## config.mk

```make
export PLATFORM = sky130hd
export DESIGN_NAME = cordic_pipe
export DESIGN_NICKNAME = d
export VERILOG_FILES = /design/src/rtl/cordic_pkg.sv /design/src/rtl/cordic_stage.sv /design/src/rtl/cordic_pipe.sv
export SDC_FILE = /design/constraint.sdc
export NUM_CORES = 2
export LEC_CHECK = 0
export BUFFER_PORTS_ARGS = -buffer_cell sky130_fd_sc_hd__buf_2
export CAP_MARGIN = 10
export CORE_UTILIZATION = 30
export DETAILED_ROUTE_END_ITERATION = 8
export SYNTH_ARGS = -nofsm -noshare
export SYNTH_HDL_FRONTEND = slang
export SYNTH_SLANG_ARGS = --single-unit
```

## constraint.sdc

```tcl
create_clock -name clk -period 4.5 [get_ports clk]
set_input_delay 0.9 -clock clk [delete_from_list [all_inputs] [get_ports clk]]
set_output_delay 0.9 -clock clk [all_outputs]
set_load 0.1 [all_outputs]
```

## src/rtl/cordic_pkg.sv

```systemverilog
// Shared definitions for the pipelined CORDIC engine: mode encoding,
// Q-format constants for the default 16-bit build and the arctangent table.
package cordic_pkg;

    typedef enum logic {
        MODE_ROT = 1'b0,
        MODE_VEC = 1'b1
    } cordic_mode_e;

    // Constants for the default 16-bit build (Q2.14 data, 2^16 per turn).
    localparam int CORDIC_W_DEF   = 16;
    localparam int Q_ONE          = 1 << (CORDIC_W_DEF - 2);
    localparam int ANG_90         = 1 << (CORDIC_W_DEF - 2);
    localparam int INV_K_PRESCALE = 9949;

    // Extra integer bits above Q2 so the gain (~1.65) times the sqrt(2)
    // corner magnitude never wraps before the output clamp.
    localparam int HEADROOM = 2;

    // Internal x/y width: data width, fractional guard bits, gain headroom.
    function automatic int cordic_xw(input int w, input int g);
        return w + g + HEADROOM;
    endfunction

    // round(atan(2^-i) * 2^w / 2pi). The table holds the angles at 2^32
    // per turn; narrower widths are rounded down from it.
    function automatic logic [31:0] atan_lut(input int i, input int w);
        logic [31:0] t;
        logic [32:0] r;
        case (i)
            0:  t = 32'h2000_0000;
            1:  t = 32'h12E4_051E;
            2:  t = 32'h09FB_385B;
            3:  t = 32'h0511_11D4;
            4:  t = 32'h028B_0D43;
            5:  t = 32'h0145_D7E1;
            6:  t = 32'h00A2_F61E;
            7:  t = 32'h0051_7C55;
            8:  t = 32'h0028_BE53;
            9:  t = 32'h0014_5F2F;
            10: t = 32'h000A_2F98;
            11: t = 32'h0005_17CC;
            12: t = 32'h0002_8BE6;
            13: t = 32'h0001_45F3;
            14: t = 32'h0000_A2FA;
            15: t = 32'h0000_517D;
            16: t = 32'h0000_28BE;
            17: t = 32'h0000_145F;
            18: t = 32'h0000_0A30;
            19: t = 32'h0000_0518;
            20: t = 32'h0000_028C;
            21: t = 32'h0000_0146;
            22: t = 32'h0000_00A3;
            23: t = 32'h0000_0051;
            24: t = 32'h0000_0029;
            25: t = 32'h0000_0014;
            26: t = 32'h0000_000A;
            27: t = 32'h0000_0005;
            28: t = 32'h0000_0003;
            29: t = 32'h0000_0001;
            30: t = 32'h0000_0001;
            default: t = 32'h0000_0000;
        endcase
        if (w >= 32) begin
            return t;
        end
        r = {1'b0, t} + (33'd1 << (31 - w));
        return 32'(r >> (32 - w));
    endfunction

endpackage

```

## src/rtl/cordic_stage.sv

```systemverilog
// One registered CORDIC micro-rotation. Valid and mode ride along with the
// data so that rotation and vectoring samples can interleave freely.
module cordic_stage
    import cordic_pkg::*;
#(
    parameter int W     = 16,
    parameter int G     = 2,
    parameter int SHIFT = 0,
    localparam int XW   = cordic_xw(W, G)
) (
    input  logic                 clk,
    input  logic                 rst_n,
    input  logic                 ce,
    input  logic                 i_valid,
    input  logic                 i_mode,
    input  logic signed [XW-1:0] i_x,
    input  logic signed [XW-1:0] i_y,
    input  logic signed [W-1:0]  i_z,
    output logic                 o_valid,
    output logic                 o_mode,
    output logic signed [XW-1:0] o_x,
    output logic signed [XW-1:0] o_y,
    output logic signed [W-1:0]  o_z
);

    localparam logic [31:0]        ANG_FULL = atan_lut(SHIFT, W);
    localparam logic signed [W-1:0] ANGLE   = ANG_FULL[W-1:0];

    logic                 r_valid;
    logic                 r_mode;
    logic signed [XW-1:0] r_x;
    logic signed [XW-1:0] r_y;
    logic signed [W-1:0]  r_z;

    logic signed [XW-1:0] w_x_sh;
    logic signed [XW-1:0] w_y_sh;
    logic                 w_d_pos;

    assign w_x_sh = i_x >>> SHIFT;
    assign w_y_sh = i_y >>> SHIFT;

    // d = +1 when the residual angle is non-negative (rotation) or when y is
    // negative (vectoring drives y toward zero); zero counts as positive.
    assign w_d_pos = (i_mode == MODE_VEC) ? i_y[XW-1] : ~i_z[W-1];

    // Micro-rotation by +/-atan(2^-SHIFT), held while ce is low.
    always_ff @(posedge clk or negedge rst_n) begin
        if (!rst_n) begin
            r_valid <= 1'b0;
            r_mode  <= 1'b0;
            r_x     <= '0;
            r_y     <= '0;
            r_z     <= '0;
        end else if (ce) begin
            r_valid <= i_valid;
            r_mode  <= i_mode;
            if (w_d_pos) begin
                r_x <= i_x - w_y_sh;
                r_y <= i_y + w_x_sh;
                r_z <= i_z - ANGLE;
            end else begin
                r_x <= i_x + w_y_sh;
                r_y <= i_y - w_x_sh;
                r_z <= i_z + ANGLE;
            end
        end
    end

    assign o_valid = r_valid;
    assign o_mode  = r_mode;
    assign o_x     = r_x;
    assign o_y     = r_y;
    assign o_z     = r_z;

endmodule

```

## src/rtl/cordic_pipe.sv

```systemverilog
// Fully pipelined CORDIC engine: quadrant pre-rotation, ITER micro-rotation
// stages and a saturating output stage. One sample per enabled clock, no
// gain compensation, latency ITER+2 enabled cycles.
module cordic_pipe
    import cordic_pkg::*;
#(
    parameter int W    = 16,
    parameter int ITER = 14,
    parameter int G    = 2
) (
    input  logic                clk,
    input  logic                rst_n,
    input  logic                ce,
    input  logic                in_valid,
    input  logic                in_mode,
    input  logic signed [W-1:0] in_x,
    input  logic signed [W-1:0] in_y,
    input  logic signed [W-1:0] in_z,
    output logic                out_valid,
    output logic                out_mode,
    output logic signed [W-1:0] out_x,
    output logic signed [W-1:0] out_y,
    output logic signed [W-1:0] out_z
);

    localparam int XW = cordic_xw(W, G);

    localparam logic signed [W-1:0]  ANG_RIGHT = {2'b01, {(W-2){1'b0}}};
    localparam logic signed [XW-1:0] SAT_HI    = {{(XW-W+1){1'b0}}, {(W-1){1'b1}}};
    localparam logic signed [XW-1:0] SAT_LO    = {{(XW-W+1){1'b1}}, {(W-1){1'b0}}};

    // Clamp an internal-width value to the W-bit output range.
    function automatic logic signed [W-1:0] sat_w(input logic signed [XW-1:0] v);
        logic signed [W-1:0] res;
        if (v > SAT_HI) begin
            res = SAT_HI[W-1:0];
        end else if (v < SAT_LO) begin
            res = SAT_LO[W-1:0];
        end else begin
            res = v[W-1:0];
        end
        return res;
    endfunction

    // Input widened to the internal format: sign-extended, guard bits below.
    logic signed [XW-1:0] w_x_ext;
    logic signed [XW-1:0] w_y_ext;
    logic signed [XW-1:0] w_x_pre;
    logic signed [XW-1:0] w_y_pre;
    logic signed [W-1:0]  w_z_pre;

    assign w_x_ext = XW'(in_x) <<< G;
    assign w_y_ext = XW'(in_y) <<< G;

    // Quadrant pre-rotation so the micro-rotations only have to cover +/-90.
    always_comb begin
        w_x_pre = w_x_ext;
        w_y_pre = w_y_ext;
        w_z_pre = in_z;
        if (in_mode == MODE_ROT) begin
            if (in_z > ANG_RIGHT) begin
                w_x_pre = -w_y_ext;
                w_y_pre = w_x_ext;
                w_z_pre = in_z - ANG_RIGHT;
            end else if (in_z < -ANG_RIGHT) begin
                w_x_pre = w_y_ext;
                w_y_pre = -w_x_ext;
                w_z_pre = in_z + ANG_RIGHT;
            end
        end else begin
            w_z_pre = '0;
            if (in_x[W-1]) begin
                if (!in_y[W-1]) begin
                    w_x_pre = w_y_ext;
                    w_y_pre = -w_x_ext;
                    w_z_pre = ANG_RIGHT;
                end else begin
                    w_x_pre = -w_y_ext;
                    w_y_pre = w_x_ext;
                    w_z_pre = -ANG_RIGHT;
                end
            end
        end
    end

    logic                 r_vld_p0;
    logic                 r_mode_p0;
    logic signed [XW-1:0] r_x_p0;
    logic signed [XW-1:0] r_y_p0;
    logic signed [W-1:0]  r_z_p0;

    // Stage 0: register the pre-rotated sample.
    always_ff @(posedge clk or negedge rst_n) begin
        if (!rst_n) begin
            r_vld_p0  <= 1'b0;
            r_mode_p0 <= 1'b0;
            r_x_p0    <= '0;
            r_y_p0    <= '0;
            r_z_p0    <= '0;
        end else if (ce) begin
            r_vld_p0  <= in_valid;
            r_mode_p0 <= in_mode;
            r_x_p0    <= w_x_pre;
            r_y_p0    <= w_y_pre;
            r_z_p0    <= w_z_pre;
        end
    end

    logic                 w_vld  [0:ITER];
    logic                 w_mode [0:ITER];
    logic signed [XW-1:0] w_x    [0:ITER];
    logic signed [XW-1:0] w_y    [0:ITER];
    logic signed [W-1:0]  w_z    [0:ITER];

    assign w_vld[0]  = r_vld_p0;
    assign w_mode[0] = r_mode_p0;
    assign w_x[0]    = r_x_p0;
    assign w_y[0]    = r_y_p0;
    assign w_z[0]    = r_z_p0;

    // Stages 1..ITER: stage i shifts by i-1.
    for (genvar i = 1; i <= ITER; i++) begin : g_stage
        cordic_stage #(
            .W     (W),
            .G     (G),
            .SHIFT (i - 1)
        ) u_stage (
            .clk     (clk),
            .rst_n   (rst_n),
            .ce      (ce),
            .i_valid (w_vld[i-1]),
            .i_mode  (w_mode[i-1]),
            .i_x     (w_x[i-1]),
            .i_y     (w_y[i-1]),
            .i_z     (w_z[i-1]),
            .o_valid (w_vld[i]),
            .o_mode  (w_mode[i]),
            .o_x     (w_x[i]),
            .o_y     (w_y[i]),
            .o_z     (w_z[i])
        );
    end

    logic signed [XW-1:0] w_x_fin;
    logic signed [XW-1:0] w_y_fin;

    assign w_x_fin = w_x[ITER] >>> G;
    assign w_y_fin = w_y[ITER] >>> G;

    logic                r_out_valid;
    logic                r_out_mode;
    logic signed [W-1:0] r_out_x;
    logic signed [W-1:0] r_out_y;
    logic signed [W-1:0] r_out_z;

    // Output stage: drop guard bits, saturate x/y, pass the angle through.
    always_ff @(posedge clk or negedge rst_n) begin
        if (!rst_n) begin
            r_out_valid <= 1'b0;
            r_out_mode  <= 1'b0;
            r_out_x     <= '0;
            r_out_y     <= '0;
            r_out_z     <= '0;
        end else if (ce) begin
            r_out_valid <= w_vld[ITER];
            r_out_mode  <= w_mode[ITER];
            r_out_x     <= sat_w(w_x_fin);
            r_out_y     <= sat_w(w_y_fin);
            r_out_z     <= w_z[ITER];
        end
    end

    assign out_valid = r_out_valid;
    assign out_mode  = r_out_mode;
    assign out_x     = r_out_x;
    assign out_y     = r_out_y;
    assign out_z     = r_out_z;

endmodule
```

==> flow_summary.toml <==
[placed_design]
gp_congestion = 0.910
port-buffer-count = 102
post-dp-hpwl_um = 159000

[synthesis]
yosys.area.top_type_share = 0.300
synth-simple-area-share = 0.146
synth_seq_cells = 904
synth_compound_area_frac = 0.190
yosysUniqueCellTypes = 93
synth_nets = 9360
synth_ff_type = "dfrtp_1"
synth_top_family_by_area = "compound AO/OA/AOI/OAI gates"
syn-instance-count = 8495
netlist_area_um2 = 75300
async_reset_ff_frac = 1.00
synth_mux_area_frac = 0.0876
synth.avg_cell_area_um2 = 8.87
yosysSeqAreaShare = 0.300
synth_area_leaders = "dfrtp_1 30%, ha_1 13%, mux2_2 7.9%"
synth_fa_ha_area_frac = 0.139
synth-xor-area-share = 0.104
synth_warnings = 0
yosysTopAreaCell = "dfrtp_1"
synth_edf_count = 0

[worst_setup_path]
path_cells = "inv_1, ha_1, nand2_1, nand2_1, xnor2_1, ha_1, or3_1, o211ai_1, a21boi_1, a311o_1, a2111oi_1, o41ai_1, xor2_1, mux2_2"
crit_buf_inv = 1
r2r_slack_ns = 0.28
critPathArrivalTime_ns = 4.88
startpoint_type = "flip-flop"
required_ns = 5.15
cp_slowest_cell = "a2111oi_1"
cp-end-kind = "flip-flop"
crit_fanout = 9
cpPeakStageDelay_ns = 0.58
critical_path_class = "reg -> reg"
crit_family = "compound AO/OA/AOI/OAI gates"

[clock_tree]
cts_root_buf = "clkbuf_16"
cts_made_buffers = 107
cts_setup_buffers = 0
cts.hold.buffers_added = 0
clkLatencyLatePin_ns = 0.78
clk_path_buf_depth = 3
htree_num_levels = 3
clk_pin_slew_ns = 0.06
cts_tree = "done"
cts.sinks = 904

[cells_and_area]
layout_common_cells = "904 x dfrtp_1, 773 x ha_1, 739 x nor2_1"
final_nets = 9394
areaGrowthSynthToFinish_pct = 11.2
post-route-util = 0.336
layout-drive-gt1-share = 0.118
final_common_cell = "dfrtp_1"
fill_cells = 25787

[grt]
grt-ovfl-total = 0
grt_pass1_vias = 61149
grt_first_pass_wirelength_um = 335000
grt_antenna_before_repair = 8
grtUsageTotal = 0.162
grt_max_degree = 182

[sta]
timing.final.crit_share = 0.939
setup_viol = 0
worst_pin_slew_ns = 0.957
hold_ws_ns = 0.180
fin_setup_tns_ns = 0
fin_skew_ns = 0.0313
drv_slew = 0
rsz0062_at_grt = "no"
finalHoldViolCount = 0
layout_min_cycle_time_ns = 4.22
timing.fmax_ghz = 0.237
slew_headroom = 0.362

[routing]
viasPerCell = 5.20
drt_iter0_drc = 3808
via_count = 62201
firstDrtPassIters = 8
wire_per_inst_um = 17.3
drc_errors = 0
wirelength_um = 206000
ant_nets = 0

[outcome]
outcome = "finished, final reports clean"

[die]
initial_core_util = 0.302
num_rows = 183
dieArea_um2 = 253000
core_area_um2 = 249000
io_pins = 103
die_w_um = 503
die_h_um = 503

[worst_hold_path]
hold_path_class = "in -> async"

[job]
maxCapViolCount = 0
[worst paths after layout]
kind                            cells past startpoint                        from                    endpoint
worst min register to register                      2  g_stage[13].u_stage.o_x[0]  g_stage[13].u_stage.o_x[0]
worst max register to register                     14   g_stage[1].u_stage.o_y[2]  g_stage[2].u_stage.o_x[18]
min in group clk                                    3                    in_z[10]                  r_z_p0[10]
max in group asynchronous                           2                       rst_n   g_stage[7].u_stage.o_y[0]
worst min-delay path                                1                       rst_n                    out_z[8]
worst max-delay path                               14   g_stage[1].u_stage.o_y[2]  g_stage[2].u_stage.o_x[18]
[layer usage]
layer / up-vias / GRT usage / part of all wire
met5: - / 0 / 0.000063
met1: 30280 / 0.226 / 0.48
met2: 1095 / 0.264 / 0.46
li1: 30589 / - / -
met4: 2 / 0.0359 / 0.020
met3: 235 / 0.0184 / 0.039
[cell usage after synthesis, drive strengths merged, types with 44 or more instances]
master and count:
dfrtp 904, ha 774, nor2 739, a21oi 726, nand2 656, xnor2 583
mux2 529, o21ai 505, inv 365, xor2 310, a21o 265, clkbuf 254
nor3 210, nand3 134, a211oi 105, nor2b 98, o31ai 92, or3 88
a31oi 84, o21a 76, nand2b 72, o211ai 69, mux2i 64, o21bai 63
and3 60, nand3b 48, nor4 48, buf 44
[kinds of logic after synthesis]
| logic type | count (synthesis) |
|---|---|
| AND/OR/NAND/NOR | 2338 |
| AO/OA/AOI/OAI | 2285 |
| flip-flops | 904 |
| XOR/XNOR | 893 |
| adder cells (fa/ha/maj) | 812 |
| buffers and inverters | 670 |
| multiplexers | 593 |
[repair_timing]
action / 4_1_cts / 5_1_grt
setup endpoints to repair: 0 / 10
resized for setup: 0 / 9
endpoints found under the hold margin: 0 / 0
[cell type report]
cell class	count	area, um^2	share of cell area
clock buffers	144	3000	0.0358
diodes	2	5.00	0.0000597
inverters	372	1400	0.0168
well taps	3330	4170	0.0497
multi-input cells	6921	50200	0.599
flip-flops and latches	904	22600	0.270
clock inverters	56	651	0.00777
repair buffers	223	1710	0.0205
[registers in the layout, summed over array words and instances (netlist names)]
register,count
g_stage.u_stage.o_mode,14
g_stage.u_stage.o_valid,14
g_stage.u_stage.o_x,273
g_stage.u_stage.o_y,275
g_stage.u_stage.o_z,224
out_mode,1
out_valid,1
out_x,16
out_y,16
out_z,16
r_mode_p0,1
r_vld_p0,1
r_x_p0,18
r_y_p0,18
r_z_p0,16
[worst reg2reg max path, stage by stage, from the launching register on]
cell       delay [ns]
dfrtp_1          0.51
inv_1            0.18
ha_1             0.24
nand2_1          0.22
nand2_1          0.11
xnor2_1          0.14
ha_1             0.23
or3_1            0.38
o211ai_1         0.28
a21boi_1         0.17
a311o_1          0.42
a2111oi_1        0.58
o41ai_1          0.20
xor2_1           0.17
mux2_2           0.29
[metrics by stage]
step	worst slack (ns)	instances	cell area [um^2]
2_1_floorplan	0.288	8495	75300
3_3_place_gp	0.158	11750	80100
3_5_place_dp	0.202	11750	80100
4_1_cts	0.171	11950	83700
5_1_grt	0.0243	11950	83800
6_report	0.275	11952	83800
Power is not shown: default switching activity piles up to over one toggle a cycle in this logic, so the estimate is an artifact.
